## src/rtl/mem_wb_stage.sv

```systemverilog
// MEM->WB pipeline stage: two-entry (main + skid) buffer with a registered in_ready and a built-in write-back mux.
// Optional forwarding outputs (fwd_valid/fwd_rw/fwd_data) are enabled by defining MEM_WB_FWD_EN.
module mem_wb_stage #(
  parameter int DATA_W = 32,
  parameter int RA_W   = 5
) (
  input  logic              clk,
  input  logic              rst_n,
  input  logic              flush,
  input  logic              in_valid,
  output logic              in_ready,
  input  logic              in_memtoreg,
  input  logic              in_regwrite,
  input  logic [DATA_W-1:0] in_mem_data,
  input  logic [DATA_W-1:0] in_alu,
  input  logic [RA_W-1:0]   in_rw,
  output logic              out_valid,
  input  logic              out_ready,
  output logic              out_regwrite,
  output logic [RA_W-1:0]   out_rw,
  output logic [DATA_W-1:0] out_wb_data
`ifdef MEM_WB_FWD_EN
  ,
  output logic              fwd_valid,
  output logic [RA_W-1:0]   fwd_rw,
  output logic [DATA_W-1:0] fwd_data
`endif
);

  typedef struct packed {
    logic              memtoreg;
    logic              regwrite;
    logic [RA_W-1:0]   rw;
    logic [DATA_W-1:0] mem_data;
    logic [DATA_W-1:0] alu;
  } entry_t;

  typedef enum logic [1:0] {EMPTY, ONE, FULL} state_t;

  state_t state, state_nxt;
  logic   in_ready_q, in_ready_nxt;
  logic   load_main, load_skid, skid_to_main;
  entry_t in_entry_p0;
  entry_t main_p1, skid_p1;

  // Writes to r0 are dropped at capture so the head never advertises them.
  function automatic entry_t capture(input logic memtoreg, input logic regwrite,
                                     input logic [RA_W-1:0] rw,
                                     input logic [DATA_W-1:0] mem_data,
                                     input logic [DATA_W-1:0] alu);
    entry_t e;
    e.memtoreg = memtoreg;
    e.regwrite = regwrite & (rw != '0);
    e.rw       = rw;
    e.mem_data = mem_data;
    e.alu      = alu;
    return e;
  endfunction

  function automatic logic [DATA_W-1:0] wb_select(input entry_t e);
    return e.memtoreg ? e.mem_data : e.alu;
  endfunction

  assign in_entry_p0 = capture(in_memtoreg, in_regwrite, in_rw, in_mem_data, in_alu);

  always_comb begin
    state_nxt    = state;
    load_main    = 1'b0;
    load_skid    = 1'b0;
    skid_to_main = 1'b0;
    case (state)
      EMPTY: begin
        if (in_valid) begin
          load_main = 1'b1;
          state_nxt = ONE;
        end
      end
      ONE: begin
        if (in_valid && out_ready) begin
          load_main = 1'b1;
        end else if (in_valid) begin
          load_skid = 1'b1;
          state_nxt = FULL;
        end else if (out_ready) begin
          state_nxt = EMPTY;
        end
      end
      FULL: begin
        if (out_ready) begin
          skid_to_main = 1'b1;
          state_nxt    = ONE;
        end
      end
      default: state_nxt = EMPTY;
    endcase
    // Flush overrides every move, including a same-cycle input transfer.
    if (flush) begin
      state_nxt    = EMPTY;
      load_main    = 1'b0;
      load_skid    = 1'b0;
      skid_to_main = 1'b0;
    end
    in_ready_nxt = (state_nxt != FULL);
  end

  // Stage boundary: main/skid slots register the MEM-side entry.
  always_ff @(posedge clk or negedge rst_n) begin
    if (!rst_n) begin
      state      <= EMPTY;
      in_ready_q <= 1'b1;
      main_p1    <= '0;
      skid_p1    <= '0;
    end else begin
      state      <= state_nxt;
      in_ready_q <= in_ready_nxt;
      if (load_main)
        main_p1 <= in_entry_p0;
      else if (skid_to_main)
        main_p1 <= skid_p1;
      if (load_skid)
        skid_p1 <= in_entry_p0;
    end
  end

  assign in_ready     = in_ready_q;
  assign out_valid    = (state != EMPTY);
  assign out_regwrite = out_valid & main_p1.regwrite;
  assign out_rw       = out_valid ? main_p1.rw : '0;
  assign out_wb_data  = out_valid ? wb_select(main_p1) : '0;

`ifdef MEM_WB_FWD_EN
  assign fwd_valid = out_valid & out_regwrite;
  assign fwd_rw    = out_rw;
  assign fwd_data  = out_wb_data;
`endif

endmodule

```

## config.mk

```make
export PLATFORM = sky130hd
export DESIGN_NAME = mem_wb_stage
export DESIGN_NICKNAME = d
export VERILOG_FILES = /design/src/rtl/mem_wb_stage.sv
export SDC_FILE = /design/constraint.sdc
export NUM_CORES = 1
export LEC_CHECK = 0
export CORE_ASPECT_RATIO = 1.4
export CORE_MARGIN = 2
export CORE_UTILIZATION = 45
export CTS_CLUSTER_DIAMETER = 100
export DETAILED_ROUTE_END_ITERATION = 8
export GPL_TIMING_DRIVEN = 0
export HOLD_SLACK_MARGIN = 0.03
export PLACE_DENSITY_LB_ADDON = 0.15
export SLEW_MARGIN = 40
export SYNTH_ARGS = -nofsm -noshare
export SYNTH_HDL_FRONTEND = slang
export SYNTH_SLANG_ARGS = --single-unit
export TNS_END_PERCENT = 20
```

## constraint.sdc

```tcl
create_clock -name clk -period 2.35 [get_ports clk]
set_input_delay 0.3525 -clock clk [delete_from_list [all_inputs] [get_ports clk]]
set_output_delay 0.3525 -clock clk [all_outputs]
set_load 0.01 [all_outputs]
```

==> results.cfg, run 1 <==
[clocking]
clkLatencyLatePin_ps = 420
clock-sinks = 145
tritoncts = done
htreeDepth = 4
cts-root-buf = clkbuf_16
clock_path_buffers = 2
clk_pin_slew_ps = 60
cts_buffers = 17

[setup_path]
crit_arrival_ps = 1910
critPathLaunchType = flop
required_ps = 2000
end_kind = primary output
criticalPathCategory = flop to primary output
crit_fanout = 10

[sta]
maxSlewHeadroom_pct = 61.14
finClkSkew_ps = 7.303
worst_pin_slew_ps = 582.9
hold_ws_ps = 482.5
final-hold-violation-count = 0
finalCritPeriodShare_pct = 96.37
fmax_mhz = 441.6
fin_crit_ps = 2265
finalWorstSetupSlack_ps = 85.36
setup_viol_count_final = 0
rsz0062_at_grt = no
maxSlewViolCount = 0

[synthesis]
ys_seq_area_share_pct = 52.23
synth_area_leaders = dfrtp_1, mux2_2, mux2i_1
yosys.area.top_type = dfrtp_1
synth-seq-cells = 145
ys_types = 27
synth_cells = 478
yosysTopAreaCellShare_pct = 51.85
synthesis.nets = 554
yosys_warnings = 0
synth.avg_cell_area_um2 = 14.54
synth_area_um2 = 6949

[final_layout]
layout-drive-gt1-share_pct = 45.24
design_area_um2 = 9015
syn2layout_area_growth_pct = 29.73
final_nets = 693
antennaDiodeCount = 0
n_fill_cell = 1224

[drt]
viasPerCell = 5.052
antenna_left = 0
vias = 4153
drt_first_iter_violations = 127
wire_per_inst_um = 17.54
wl_um = 14410
drt_first_pass_iters = 4
drc = 0

[global_route]
grtUsageTotal_pct = 18.67
grt_pass1_vias = 4602
grt_max_degree = 74
grt_pass1_wl_um = 23070
gr-total-overflow = 0
antenna_found_initial = 0

[placed_design]
gp_congestion = 0.7214
hpwl_um = 10040
portBuffers = 115
place_area_um2 = 8373
pre_cts_ws_ps = -139.6

[floorplan]
die_x_um = 109.0
initial_utilization_pct = 46.16
core-area_um2 = 15050
rows = 53
design.die.area_um2 = 16470
io_pins = 116
die_y_um = 151.0

[power_and_ir_drop]
p_sw_uw = 2188
p_int_uw = 6262
irDropWorstVdd_uv = 463.1
power_frac_seq_pct = 43.3
power_frac_comb_pct = 27.0
report.power.total_uw = 8450
powerDensity_nw_per_um2 = 937.4
switching_share_pct = 25.90
p_clk_share_pct = 29.7
p_leak_uw = 0.003898

[outcome]
run_status = completed

[job]
maxCapViolCount = 0

[worst_hold_path]
hold_class = primary input to async pin
==> Yosys cell counts <==
cell and number:
mux2_2 193, or4_1 1, nand3b_1 1, nand2_4 1, a21oi_1 1, dfstp_2 1, or3_1 1, mux2_4 17
buf_2 4, nand2b_2 1, nand2_1 1, dfrtp_1 144, o21ai_0 1, nor3b_1 1, mux2i_1 34, nor2_1 35
nor2b_1 5, inv_1 4, buf_6 14, clkbuf_1 4, o22a_1 2, o21a_1 1, a21oi_4 1, nor2b_4 1
buf_1 1, buf_4 7, o22ai_1 1
==> critical path: stages (launching register included) <==
cell and delay (ps):
dfrtp_2 430, nor2_4 50, clkbuf_8 170, buf_4 170, nor2_1 120, clkdlybuf4s50_1 540
==> worst paths after layout <==
path / startpoint / to / slack, ps / depth (start not counted)
setup reg to reg: state[1] / main_p1[42] / 380 / 6
min in group clk: skid_p1[17] / skid_p1[17] / 500 / 1
setup / recovery: state[0] / out_wb_data[24] / 90 / 5
max in group asynchronous: rst_n / skid_p1[14] / 1110 / 3
hold / removal: rst_n / main_p1[25] / 480 / 2
hold reg to reg: skid_p1[17] / skid_p1[17] / 500 / 1
==> sequential cells by signal (all words and copies together), names as in the netlist <==
register  cells
main_p1      71
state         2
skid_p1      71
in_ready      1
==> area by class of cell <==
cell class / instances / area (µm²) / share of cell area [%]
sequential: 145 / 3633 / 40.31
multi-input combinational: 299 / 3063 / 33.98
tap: 192 / 240.2 / 2.665
inverter: 4 / 15.01 / 0.1666
buffer: 29 / 282.8 / 3.137
clock buffer: 21 / 470.5 / 5.219
clock inverter: 11 / 87.58 / 0.9715
timing repair buffer: 121 / 1222 / 13.56
==> placed cells by master, fill, tap and decap left out, drive strengths merged, types with 2 or more instances in the layout <==
master	instances
nand2	2
nor2b	6
clkdlybuf4s50	113
a21oi	2
o22a	2
nor2	35
buf	32
mux2i	34
dfrtp	144
inv	4
clkinv	7
clkinvlp	3
clkbuf	24
mux2	210
==> routing by layer <==
layer | up-vias | wire [µm] | global-route usage (%)
li1 | 1973 | - | -
met1 | 2086 | 5977 | 21.83
met2 | 78 | 7595 | 32.20
met3 | 16 | 652 | 5.293
met4 | 0 | 188 | 7.115
met5 | - | 0 | 0
==> timing repair <==
item | CTS | global route
resized for setup | 19 | 1
endpoints found under the hold margin | 71 | 0
hold buffers | 1 | 0
buffers inserted | 0 | 4
setup endpoints to repair | 39 | 16
==> stage by stage <==
step,util [%],setup TNS (ps),cells
final,59.89,0,822
after global placement,55.41,-706710,785
after floorplan,-,0,478
after CTS,59.68,0,818
after global routing,59.89,0,822
after detailed placement,55.62,-1253,786
==> kinds of logic after synthesis <==
logic type / after synthesis / synth area share, %
compound gates: 7 / 0.8283
mux: 244 / 39.85
buf+inv: 34 / 3.799
flops: 145 / 52.23
simple gates: 48 / 3.295
==> power by group through the flow <==
| stage | clock network, µW | registers (µW) | logic, µW |
|---|---|---|---|
| 2_1_floorplan | 0 | 3550 | 1590 |
| 3_3_place_gp | 0 | 3640 | 2210 |
| 3_5_place_dp | 0 | 3680 | 2270 |
| 4_1_cts | 2580 | 3670 | 2290 |
| 5_1_grt | 2700 | 3760 | 2480 |
| 6_report | 2510 | 3660 | 2280 |
No activity file was read; power rests on OpenSTA's default activity.
==> inputs of run 2 (changes only) <==
CORE_UTILIZATION = 40   (was 45)
GPL_TIMING_DRIVEN = unset   (was 0)
==> run 2 against run 1 <==
Compared with the run above:
- count of clock-buffer cells in the layout up 2
- maximum frequency down 0.70%
- combinational power about the same
- global-route usage down 1.6 points
- cell area up 0.47%
- sequential power about the same
- critical path depth down 1
- register-to-register slack better by 220 ps
==> results.cfg, run 2 (same netlist as run 1, synthesis figures left out) <==
[setup_path]
required_ps = 2000
end_kind = primary output
r2r_setup_slack_ps = 600
r2r_end = main_p1[28]
crit_arrival_ps = 1930
worst-r2r-cell-count = 4
crit_path_end = out_wb_data[30]
crit_fanout = 7
reg2reg_from = state[0]
startpoint = main_p1[70]
criticalPathCategory = flop to primary output
critPathLaunchType = flop

[power_and_ir_drop]
irDropWorstVdd_uv = 410.9
report.power.total_uw = 8630
powerDensity_nw_per_um2 = 952.8
p_leak_uw = 0.003858

[global_route]
grt_pass1_vias = 4731
antenna_found_initial = 0
gr-total-overflow = 0
grt_max_degree = 55
use_met3_pct = 4.364
grtUsageMet2_pct = 29.21
grtUsageTotal_pct = 17.08
use_met1_pct = 20.95
grt_pass1_wl_um = 24320
busiest_layer = met2

[floorplan]
design.die.area_um2 = 18460
rows = 57
die_x_um = 115.4
die_y_um = 160.0
io_pins = 116
core-area_um2 = 17190
initial_utilization_pct = 40.43

[clocking]
clk_pin_slew_ps = 60
clkLatencyLatePin_ps = 410
tritoncts = done
cts_buffers = 17
htreeDepth = 4
clock_path_buffers = 2
clock-sinks = 145
cts-root-buf = clkbuf_16

[placed_design]
gp_congestion = 0.7489
hpwl_um = 9879
portBuffers = 115

[drt]
antenna_left = 0
drt_first_iter_violations = 109
vias = 4166
wl_um = 14740
drc = 0
drt_first_pass_iters = 4
viasPerCell = 4.878
wire_per_inst_um = 17.26

[final_layout]
final_nets = 681
n_fill_cell = 1484
final_common_cell = mux2_2
syn2layout_area_growth_pct = 30.34
reg_top3 = main_p1: 71 flops, skid_p1: 71 flops, state: 2 flops
final_cell_mix = mux2_2, dfrtp_1, clkdlybuf4s50_1
antennaDiodeCount = 0
layout-drive-gt1-share_pct = 44.34

[sta]
tns_ps = 0
final-hold-violation-count = 0
maxSlewViolCount = 0
maxSlewHeadroom_pct = 68.10
finalCritPeriodShare_pct = 97.05
worst_pin_slew_ps = 478.4
setup_viol_count_final = 0
fin_crit_ps = 2281
fmax_mhz = 438.5
hold_ws_ps = 439.6
finClkSkew_ps = 6.217
rsz0062_at_grt = no

[job]
maxCapViolCount = 0

[outcome]
run_status = completed

[worst_hold_path]
hold_class = primary input to async pin
-- run 2: critical path, cell delays in order, from the launching register on --
cell and delay (ps):
dfrtp_2 470, buf_4 210, mux2i_1 130, nor2_1 140, clkdlybuf4s50_1 560
-- run 2: worst min path at each step --
stage	cells past startpoint	endpoint
detailed placement	1	skid_p1[57]
global route	2	skid_p1[57]
CTS	2	skid_p1[57]
finish	2	skid_p1[57]
floorplan	0	main_p1[0]
global placement	1	main_p1[57]
-- run 2: cell type report --
cell class	count	area [µm²]	area share [%]
tap	236	295.3	3.260
timing repair buffer	138	1444	15.94
sequential	145	3633	40.12
clock buffer	23	498.0	5.498
multi-input combinational	299	3068	33.87
clock inverter	9	103.9	1.147
inverter	4	15.01	0.1658
-- run 2: metal layers --
layer	vias to the layer above	wire, µm
li1	1955	-
met1	2123	6286
met2	74	7711
met3	14	573
met4	0	171
met5	-	0
-- run 2: what timing repair did --
item                                    CTS  global route
gates resized for setup                   1             2
endpoints found under the setup margin   11             7
hold buffers                              1             0
setup buffers                             2             0
pin swaps                                 0             0
hold endpoints to repair                 45             0
-- run 2: metrics by stage --
stage                     setup slack, ps  cells  instance area (µm²)  util (%)
after floorplan                     692.1    478                 6949         -
after global placement              188.6    819                 8424     49.01
after detailed placement            120.2    819                 8424     49.01
after CTS                           21.67    854                 9052     52.67
final                               69.31    854                 9057     52.70
after global routing                3.946    854                 9057     52.70
-- run 2: report_power, final --
group	leakage [µW]	internal (µW)	switching, µW
Sequential	0.00177	3270	388
Clock	0.000295	1700	1010
Combinational	0.00179	1460	805
Total	0.00386	6430	2200
==> inputs of run 3 (changes only) <==
CORE_MARGIN = unset   (was 2)
PLACE_DENSITY_LB_ADDON = 0.12   (was 0.15)
SKIP_CTS_REPAIR_TIMING = 1   (was unset)
==> run 3 against run 2 <==
Compared with the run above:
- routed wire length is 0.80% higher
- highest routed layer unchanged
- largest power group unchanged
- critical endpoint is now out_wb_data[18]
- worst hold slack better by 30 ps
- register-to-register slack worse by 50 ps
- critical path depth stayed put
==> results.cfg, run 3 (same netlist as run 1, synthesis figures left out) <==
[outcome]
run_status = completed

[drt]
antenna_left = 0
drt_first_pass_iters = 4
wl_um = 14860
drc = 0
viasPerCell = 4.978
wire_per_inst_um = 17.48
vias = 4231
drt_first_iter_violations = 124

[setup_path]
path_cells = nor2_4 > buf_12 > nor2_1 > clkdlybuf4s50_1
worst-r2r-cell-count = 5
crit_family = buffers and inverters
crit_cells = 4
critPathMaxStageDelay_ps = 560
criticalPathCategory = flop to primary output
crit_arrival_ps = 1880
slowest_stage = clkdlybuf4s50_1
end_kind = primary output
critPathLaunchType = flop
crit_fanout = 32
cp_num_buf_inv = 2
required_ps = 2000

[floorplan]
design.die.area_um2 = 17910
rows = 56
core-area_um2 = 16890
die_x_um = 113.4
io_pins = 116
die_y_um = 158.0
initial_utilization_pct = 41.15

[global_route]
gr-total-overflow = 0
grt_pass1_wl_um = 24420
grtUsageTotal_pct = 17.96
antenna_found_initial = 0
grt_pass1_vias = 4696
grt_max_degree = 56

[power_and_ir_drop]
irDropWorstVdd_uv = 430.5
p_leak_uw = 0.003883
powerDensity_nw_per_um2 = 949.6

[final_layout]
layout-drive-gt1-share_pct = 44.01
n_fill_cell = 1437
design_area_um2 = 9114
syn2layout_area_growth_pct = 31.15
reg_top3 = main_p1: 71 flops, skid_p1: 71 flops, state: 2 flops
final_cell_mix = mux2_2, dfrtp_1, clkdlybuf4s50_1
layout.area.seq_um2 = 3632
antennaDiodeCount = 0
post-route-util_pct = 53.97
multiInputGateArea_um2 = 3068
final_common_cell = mux2_2
final_nets = 681

[placed_design]
portBuffers = 115
hpwl_um = 9800
place_area_um2 = 8497
gp_congestion = 0.7134
pre_cts_ws_ps = 103.0

[sta]
fmax_mhz = 448.9
finClkSkew_ps = 8.053
final-hold-violation-count = 0
rsz0062_at_grt = no
finalCritPeriodShare_pct = 94.79
tns_ps = 0
maxSlewViolCount = 0
finalWorstSetupSlack_ps = 122.4
maxSlewHeadroom_pct = 64.50
fin_crit_ps = 2228
setup_viol_count_final = 0
worst_pin_slew_ps = 532.5

[clocking]
clock-sinks = 145
cts-root-buf = clkbuf_16
htreeDepth = 4
clock_path_buffers = 2
clk_pin_slew_ps = 60
cts_buffers = 17
clkLatencyLatePin_ps = 420
tritoncts = done

[job]
maxCapViolCount = 0

[worst_hold_path]
hold_class = primary input to async pin
run 3: routing by layer:
metal,GRT usage (%),wire [µm],vias up
li1,-,-,1953
met1,21.89,6614,2180
met2,30.85,7457,77
met3,3.292,424,21
met4,8.271,364,0
met5,0,0,-
run 3: final cells by class:
cell class                      count  share of cell area (%)
Sequential cell                   145                   39.85
Multi-Input combinational cell    299                   33.66
Timing Repair Buffer              138                   16.53
Clock buffer                       24                   5.505
Tap cell                          232                   3.185
Clock inverter                      8                   1.098
Inverter                            4                  0.1647
run 3: power breakdown:
group	internal [µW]	leakage [µW]	switching (µW)	total, µW
clock	1700	0.000297	1020	2730
combinational	1460	0.00182	816	2280
sequential	3270	0.00177	379	3650
run 3: path summary, 6_finish.rpt:
kind                        startpoint              end  slack [ps]
max in group asynchronous        rst_n      main_p1[46]        1120
setup / recovery              state[0]  out_wb_data[18]         120
hold / removal                   rst_n      skid_p1[55]         470
hold reg to reg            skid_p1[27]      skid_p1[27]         500
setup reg to reg              state[0]      main_p1[39]         550
min in group clk           skid_p1[27]      skid_p1[27]         500
run 3: through the flow:
step           power (µW)  cells  hold slack, ps
3_3_place_gp         5892    817           350.2
2_1_floorplan        5139    478           56.91
6_report             8655    850           469.4
3_5_place_dp         5990    817           359.5
4_1_cts              8768    849          -95.86
5_1_grt              9147    850           509.7
